`src/rtl/jtvigil_gfx_arb_pkg.sv`:
```
// rtl/jtvigil_gfx_arb_pkg.sv - shared types and helpers for the graphics SDRAM arbiter
package jtvigil_gfx_arb_pkg;

  typedef enum logic [1:0] {
    IDLE     = 2'd0,
    WAIT_ACK = 2'd1,
    WAIT_DST = 2'd2
  } state_t;

  typedef logic [1:0] req_id_t;

  localparam req_id_t SCR1 = 2'd0;
  localparam req_id_t SCR2 = 2'd1;
  localparam req_id_t OBJ  = 2'd2;

  // Requester that follows id in the fixed scr1 -> scr2 -> obj -> scr1 ring
  function automatic req_id_t next_ptr(input req_id_t id);
    return (id == OBJ) ? SCR1 : req_id_t'(id + 2'd1);
  endfunction

  // First missing requester found walking the ring from ptr (ptr itself first)
  function automatic req_id_t pick_next(input req_id_t ptr, input logic [2:0] miss);
    req_id_t cand;
    req_id_t sel;
    logic    found;
    cand  = ptr;
    sel   = ptr;
    found = 1'b0;
    for (int i = 0; i < 3; i++) begin
      if (!found && miss[cand]) begin
        sel   = cand;
        found = 1'b1;
      end
      cand = next_ptr(cand);
    end
    return sel;
  endfunction

endpackage

```
`src/rtl/jtvigil_gfx_slot.sv`:
```
// rtl/jtvigil_gfx_slot.sv - one-word ROM cache slot for a single graphics fetcher
module jtvigil_gfx_slot #(
  parameter int AW_X = 17
) (
  input  logic            clk,
  input  logic            rst,
  input  logic [AW_X-1:0] addr,
  input  logic            cs,
  input  logic            clear,
  input  logic            fill,
  input  logic [AW_X-1:0] fill_tag,
  input  logic [31:0]     fill_data,
  output logic [31:0]     data,
  output logic            ok,
  output logic            miss
);

  logic [AW_X-1:0] tag;
  logic            valid;

  // Tag/data/valid storage; a grant invalidates, a completed read refills
  always_ff @(posedge clk) begin
    if (rst) begin
      tag   <= '0;
      data  <= '0;
      valid <= 1'b0;
    end else begin
      if (clear) begin
        valid <= 1'b0;
      end
      if (fill) begin
        tag   <= fill_tag;
        data  <= fill_data;
        valid <= 1'b1;
      end
    end
  end

  // ok tracks the live address so it falls in the same cycle addr moves away
  assign ok   = cs & valid & (addr == tag);
  assign miss = cs & ~ok;

endmodule

```
`src/rtl/jtvigil_gfx_arb.sv`:
```
// rtl/jtvigil_gfx_arb.sv - round-robin share of one SDRAM read slot among scr1, scr2 and obj
module jtvigil_gfx_arb
  import jtvigil_gfx_arb_pkg::*;
#(
  parameter int            AW        = 22,
  parameter logic [AW-1:0] SCR1_BASE = 22'h00000,
  parameter logic [AW-1:0] SCR2_BASE = 22'h20000,
  parameter logic [AW-1:0] OBJ_BASE  = 22'h60000
) (
  input  logic          clk,
  input  logic          rst,
  input  logic [16:0]   scr1_addr,
  input  logic          scr1_cs,
  output logic [31:0]   scr1_data,
  output logic          scr1_ok,
  input  logic [17:0]   scr2_addr,
  input  logic          scr2_cs,
  output logic [31:0]   scr2_data,
  output logic          scr2_ok,
  input  logic [17:0]   obj_addr,
  input  logic          obj_cs,
  output logic [31:0]   obj_data,
  output logic          obj_ok,
  output logic [AW-1:0] sdram_addr,
  output logic          sdram_req,
  input  logic          sdram_ack,
  input  logic          sdram_dst,
  input  logic [31:0]   sdram_data
);

  state_t        state;
  state_t        state_nxt;
  req_id_t       ptr;
  req_id_t       gnt_id;
  logic [17:0]   gnt_addr;
  logic [2:0]    miss;
  req_id_t       pick_id;
  logic [17:0]   pick_addr;
  logic [AW-1:0] pick_word;
  logic          grant;
  logic          fill;
  logic [2:0]    clear_v;
  logic [2:0]    fill_v;

  assign pick_id = pick_next(ptr, miss);
  assign clear_v = grant ? (3'b001 << pick_id) : 3'b000;
  assign fill_v  = fill  ? (3'b001 << gnt_id)  : 3'b000;

  jtvigil_gfx_slot #(.AW_X(17)) u_scr1 (
    .clk       (clk),
    .rst       (rst),
    .addr      (scr1_addr),
    .cs        (scr1_cs),
    .clear     (clear_v[SCR1]),
    .fill      (fill_v[SCR1]),
    .fill_tag  (gnt_addr[16:0]),
    .fill_data (sdram_data),
    .data      (scr1_data),
    .ok        (scr1_ok),
    .miss      (miss[SCR1])
  );

  jtvigil_gfx_slot #(.AW_X(18)) u_scr2 (
    .clk       (clk),
    .rst       (rst),
    .addr      (scr2_addr),
    .cs        (scr2_cs),
    .clear     (clear_v[SCR2]),
    .fill      (fill_v[SCR2]),
    .fill_tag  (gnt_addr),
    .fill_data (sdram_data),
    .data      (scr2_data),
    .ok        (scr2_ok),
    .miss      (miss[SCR2])
  );

  jtvigil_gfx_slot #(.AW_X(18)) u_obj (
    .clk       (clk),
    .rst       (rst),
    .addr      (obj_addr),
    .cs        (obj_cs),
    .clear     (clear_v[OBJ]),
    .fill      (fill_v[OBJ]),
    .fill_tag  (gnt_addr),
    .fill_data (sdram_data),
    .data      (obj_data),
    .ok        (obj_ok),
    .miss      (miss[OBJ])
  );

  // Address of the requester about to be granted; the base sum wraps at AW bits
  always_comb begin
    pick_addr = '0;
    pick_word = '0;
    case (pick_id)
      SCR1: begin
        pick_addr = {1'b0, scr1_addr};
        pick_word = SCR1_BASE + AW'(scr1_addr);
      end
      SCR2: begin
        pick_addr = scr2_addr;
        pick_word = SCR2_BASE + AW'(scr2_addr);
      end
      OBJ: begin
        pick_addr = obj_addr;
        pick_word = OBJ_BASE + AW'(obj_addr);
      end
      default: ;
    endcase
  end

  // State register
  always_ff @(posedge clk) begin
    if (rst) begin
      state <= IDLE;
    end else begin
      state <= state_nxt;
    end
  end

  // Next state; ack with dst in the same cycle completes straight from WAIT_ACK
  always_comb begin
    state_nxt = state;
    case (state)
      IDLE: begin
        if (|miss) state_nxt = WAIT_ACK;
      end
      WAIT_ACK: begin
        if (sdram_ack) state_nxt = sdram_dst ? IDLE : WAIT_DST;
      end
      WAIT_DST: begin
        if (sdram_dst) state_nxt = IDLE;
      end
      default: state_nxt = IDLE;
    endcase
  end

  // Per-state strobes: grant a missing requester from IDLE, fill on the data strobe
  always_comb begin
    grant = 1'b0;
    fill  = 1'b0;
    case (state)
      IDLE:     grant = |miss;
      WAIT_ACK: fill  = sdram_ack & sdram_dst;
      WAIT_DST: fill  = sdram_dst;
      default:  ;
    endcase
  end

  // Request port, grant bookkeeping and round-robin pointer
  always_ff @(posedge clk) begin
    if (rst) begin
      sdram_req  <= 1'b0;
      sdram_addr <= '0;
      gnt_id     <= SCR1;
      gnt_addr   <= '0;
      ptr        <= SCR1;
    end else begin
      if (grant) begin
        sdram_req  <= 1'b1;
        sdram_addr <= pick_word;
        gnt_id     <= pick_id;
        gnt_addr   <= pick_addr;
      end
      if (state == WAIT_ACK && sdram_ack) begin
        sdram_req <= 1'b0;
      end
      if (fill) begin
        ptr <= next_ptr(gnt_id);
      end
    end
  end

endmodule

```
`config.mk`:
```
export PLATFORM = sky130hd
export DESIGN_NAME = jtvigil_gfx_arb
export DESIGN_NICKNAME = d
export VERILOG_FILES = /design/src/rtl/jtvigil_gfx_arb_pkg.sv /design/src/rtl/jtvigil_gfx_slot.sv /design/src/rtl/jtvigil_gfx_arb.sv
export SDC_FILE = /design/constraint.sdc
export NUM_CORES = 1
export LEC_CHECK = 0
export ABC_AREA = 1
export CAP_MARGIN = 20
export CORE_MARGIN = 2
export CORE_UTILIZATION = 45
export DETAILED_ROUTE_END_ITERATION = 6
export GPL_ROUTABILITY_DRIVEN = 0
export PLACE_DENSITY_LB_ADDON = 0.1
export SLEW_MARGIN = 25
export SYNTH_ARGS = -nofsm -noshare
export SYNTH_HDL_FRONTEND = slang
export SYNTH_HIERARCHICAL = 1
export SYNTH_SLANG_ARGS = --single-unit
```
`constraint.sdc`:
```
create_clock -name clk -period 2.29 [get_ports clk]
set_input_delay 0.458 -clock clk [delete_from_list [all_inputs] [get_ports clk]]
set_output_delay 0.458 -clock clk [all_outputs]
set_load 0.005 [all_outputs]
```
==> flow_summary.yaml <==
yosys:
  async_reset_ff_share_pct: 0
  syn_area_um2: 8738
  avgSynthCellArea_um2: 6.935
  synth_commonest_cells: "nand2_1 (417), dfxtp_1 (180), a21oi_1 (132)"
  syn-instance-count: 1260
  yosysTopAreaCell: "dfxtp_1"
  synth_flop_cell: "dfxtp_1"
  synth-edff-count: 0
  ys_warn_count: 6
  ys_ff_latch: 180
  synthTopCellsByArea: "dfxtp_1 (41%), nand2_1 (18%), a21oi_1 (7.6%)"
  ys_seq_area_share_pct: 41.24
  synth_cell_types: 34
  synth_top_area_share_pct: 41.24
  synth.most_common_cell: "nand2_1"
clock_network:
  clk_path_buf_depth: 2
  cts_tree: "yes"
  htree_levels: 4
  clk_pin_slew_worst_paths_ns: 0.08
  clkLatencyLatePin_ns: 0.44
  root_buffer: "clkbuf_16"
  cts_sinks: 180
  numCtsBuffers: 17
min_path:
  min_path_type: "primary input to flop"
worst_setup_path:
  cp.required_ns: 2.66
  critPathMaxStageDelay_ns: 0.33
  path_delay_family: "simple AND/OR/NAND/NOR gates"
  critPathMaxFanout: 8
  crit_arrival_ns: 2.92
  path_cells: "inv_1 -> nand2_1 -> nand2_1 -> nor2_1 -> nand2_1 -> nor2_1 -> nand3_1 -> nand2_2 -> inv_4 -> nand3_4 -> nand2_4 -> nor2_4 -> buf_4 -> nand3_2 -> nand2_1 -> nand2_2 -> nand2_4 -> clkbuf_16 -> nand3_1 -> nand3_1 -> nand2_1 -> a21oi_1"
  cp_num_buf_inv: 4
  slowest_stage: "dfxtp_2"
  critPathLaunchType: "flop"
  critPathCaptureType: "flop"
  critical_path_class: "flop to flop"
  cp_common_cell: "nand2_1"
sta:
  fmax_mhz: 391.9
  post-route-min-period_ns: 2.551
  rsz0062_at_grt: "true"
  clock_skew_ns: 0.01379
  fin_tns_setup_ns: -4.432
  finalWorstSetupSlack_ns: -0.2614
  drv_slew: 0
  worst_slew_pin_slew_ns: 0.5433
  finalHoldViolations: 0
  slew_headroom_pct: 63.78
  whs_ns: 0.4178
  setup_viol: 26
  period_share_pct: 111.4
drt:
  top_layer: "met5"
  dr_wl_met3_um: 3115
  wl_met2_um: 14580
  drt-initial-drc-count: 880
  routed_via_density: 5.192
  ant_nets: 0
  vias: 9767
  firstDrtPassIters: 7
  drcViolationCount: 2
  wl_met1_um: 12700
  wl_per_cell_um: 17.03
  wirelength_um: 32030
die:
  dieArea_um2: 20550
  io_pins: 214
  die_x_um: 143.4
  start_util_pct: 46.25
  core_um2: 18890
  die_h_um: 143.4
  num_rows: 50
placed_design:
  place.port_buffers: 211
  hpwl_um: 21750
  dpl.cell_count: 1822
  pre_cts_ws_ns: -0.8576
job:
  maxCapViolCount: 0
status:
  violations: "design-rule violations, negative setup slack"
  status: "complete, but fails checks"
grt:
  grt_pass1_vias: 9005
  grt_pass1_wl_um: 47310
  grt_overflow: 0
  grt_usage_pct: 29.61
  grt_start_max_net_pins: 65
  antenna_found_initial: 2
finish:
  drive_gt1_share_pct: 26.05
  finalNetCount: 1702
  area_growth_pct: 53.41
  stdcell_count: 1881
power_and_ir_drop:
  leakagePower_nw: 5.607
  powerDensity_nw_per_um2: 606.0
  ir_drop_mv: 0.4788
  p_total_mw: 8.123
## stage by stage
| stage | area (um2) | utilization [%] |
|---|---|---|
| 2_1_floorplan | 8742 | - |
| 3_3_place_gp | 12050 | 63.79 |
| 3_5_place_dp | 12050 | 63.79 |
| 4_1_cts | 13050 | 69.09 |
| 5_1_grt | 13400 | 70.94 |
| 6_report | 13410 | 70.95 |
## logic make-up after synthesis
| family | after synthesis | share of synthesized area [%] |
|---|---|---|
| buffers and inverters | 212 | 11.96 |
| other | 1 | 0.04291 |
| flip-flops | 180 | 41.24 |
| AND/OR/NAND/NOR | 669 | 31.47 |
| AO/OA/AOI/OAI | 193 | 14.66 |
| XOR/XNOR | 2 | 0.2005 |
| adder cells (fa/ha/maj) | 3 | 0.4296 |
## layout make-up
class / instances / area, um2
Clock inverter: 15 / 202.7
Antenna cell: 1 / 2.502
Timing Repair Buffer: 413 / 3820
Tap cell: 260 / 325.3
Multi-Input combinational cell: 869 / 4514
Clock buffer: 17 / 425.4
Sequential cell: 180 / 3631
Fill cell: 1568 / 5488
Inverter: 126 / 484.2
## path summary, 6_finish.rpt
kind / from / end / slack [ns] / depth (start not counted)
setup / recovery: u_scr2/tag[2] / gnt_addr[12] / -0.26 / 22
hold / removal: rst / u_scr2/data[22] / 0.42 / 2
setup reg to reg: u_scr2/tag[2] / gnt_addr[12] / -0.26 / 22
hold reg to reg: u_scr2/data[22] / u_scr2/data[22] / 0.46 / 2
## state kept, by name, indices dropped and copies added (netlist names)
name,count
u_obj/valid,1
u_scr1/data,32
u_scr1/tag,17
u_scr2/tag,18
sdram_req,1
u_scr2/data,32
gnt_id,2
u_scr2/valid,1
u_obj/tag,18
state,2
u_scr1/valid,1
ptr,2
gnt_addr,18
sdram_addr,3
u_obj/data,32
## placed cells by master, fill, tap and decap left out, drive strengths merged
master,synthesis,layout
clkbuf,14,23
clkdlybuf4s15,0,9
a21oi,136,136
inv,126,132
nor2,115,115
diode,0,1
xnor2,2,2
buf,72,201
dlygate4sd2,0,46
nor3,4,4
conb,1,2
bufinv,0,1
or2,5,5
nand3,102,102
a32o,1,1
nand4,19,19
o21a,2,2
ha,3,3
a31oi,1,1
dfxtp,180,180
a211oi,46,46
nand3b,5,5
nand2,419,419
clkinv,0,7
o21ai,5,5
clkdlybuf4s50,0,151
clkinvlp,0,1
o211ai,1,1
o2111ai,1,1
## power breakdown
group | internal (mW) | switching (mW)
registers | 3.24 | 0.107
logic | 0.788 | 0.908
clock network | 1.59 | 1.49
total | 5.62 | 2.50
## timing repair
| item | in CTS | in global routing |
|---|---|---|
| resized for setup | 132 | 114 |
| buffers inserted | 16 | 8 |
| cloned | 5 | 3 |
| hold buffers | 0 | 0 |
| setup endpoints to repair | 32 | 81 |
| pin swaps | 22 | 46 |
## routing by layer
metal  track usage (%)  vias up
li1                  -     4712
met1             36.77     4436
met2             47.57      499
met3             8.530      118
met4             13.78        2
met5                 0        -
Power figures use the tool's default switching activity.
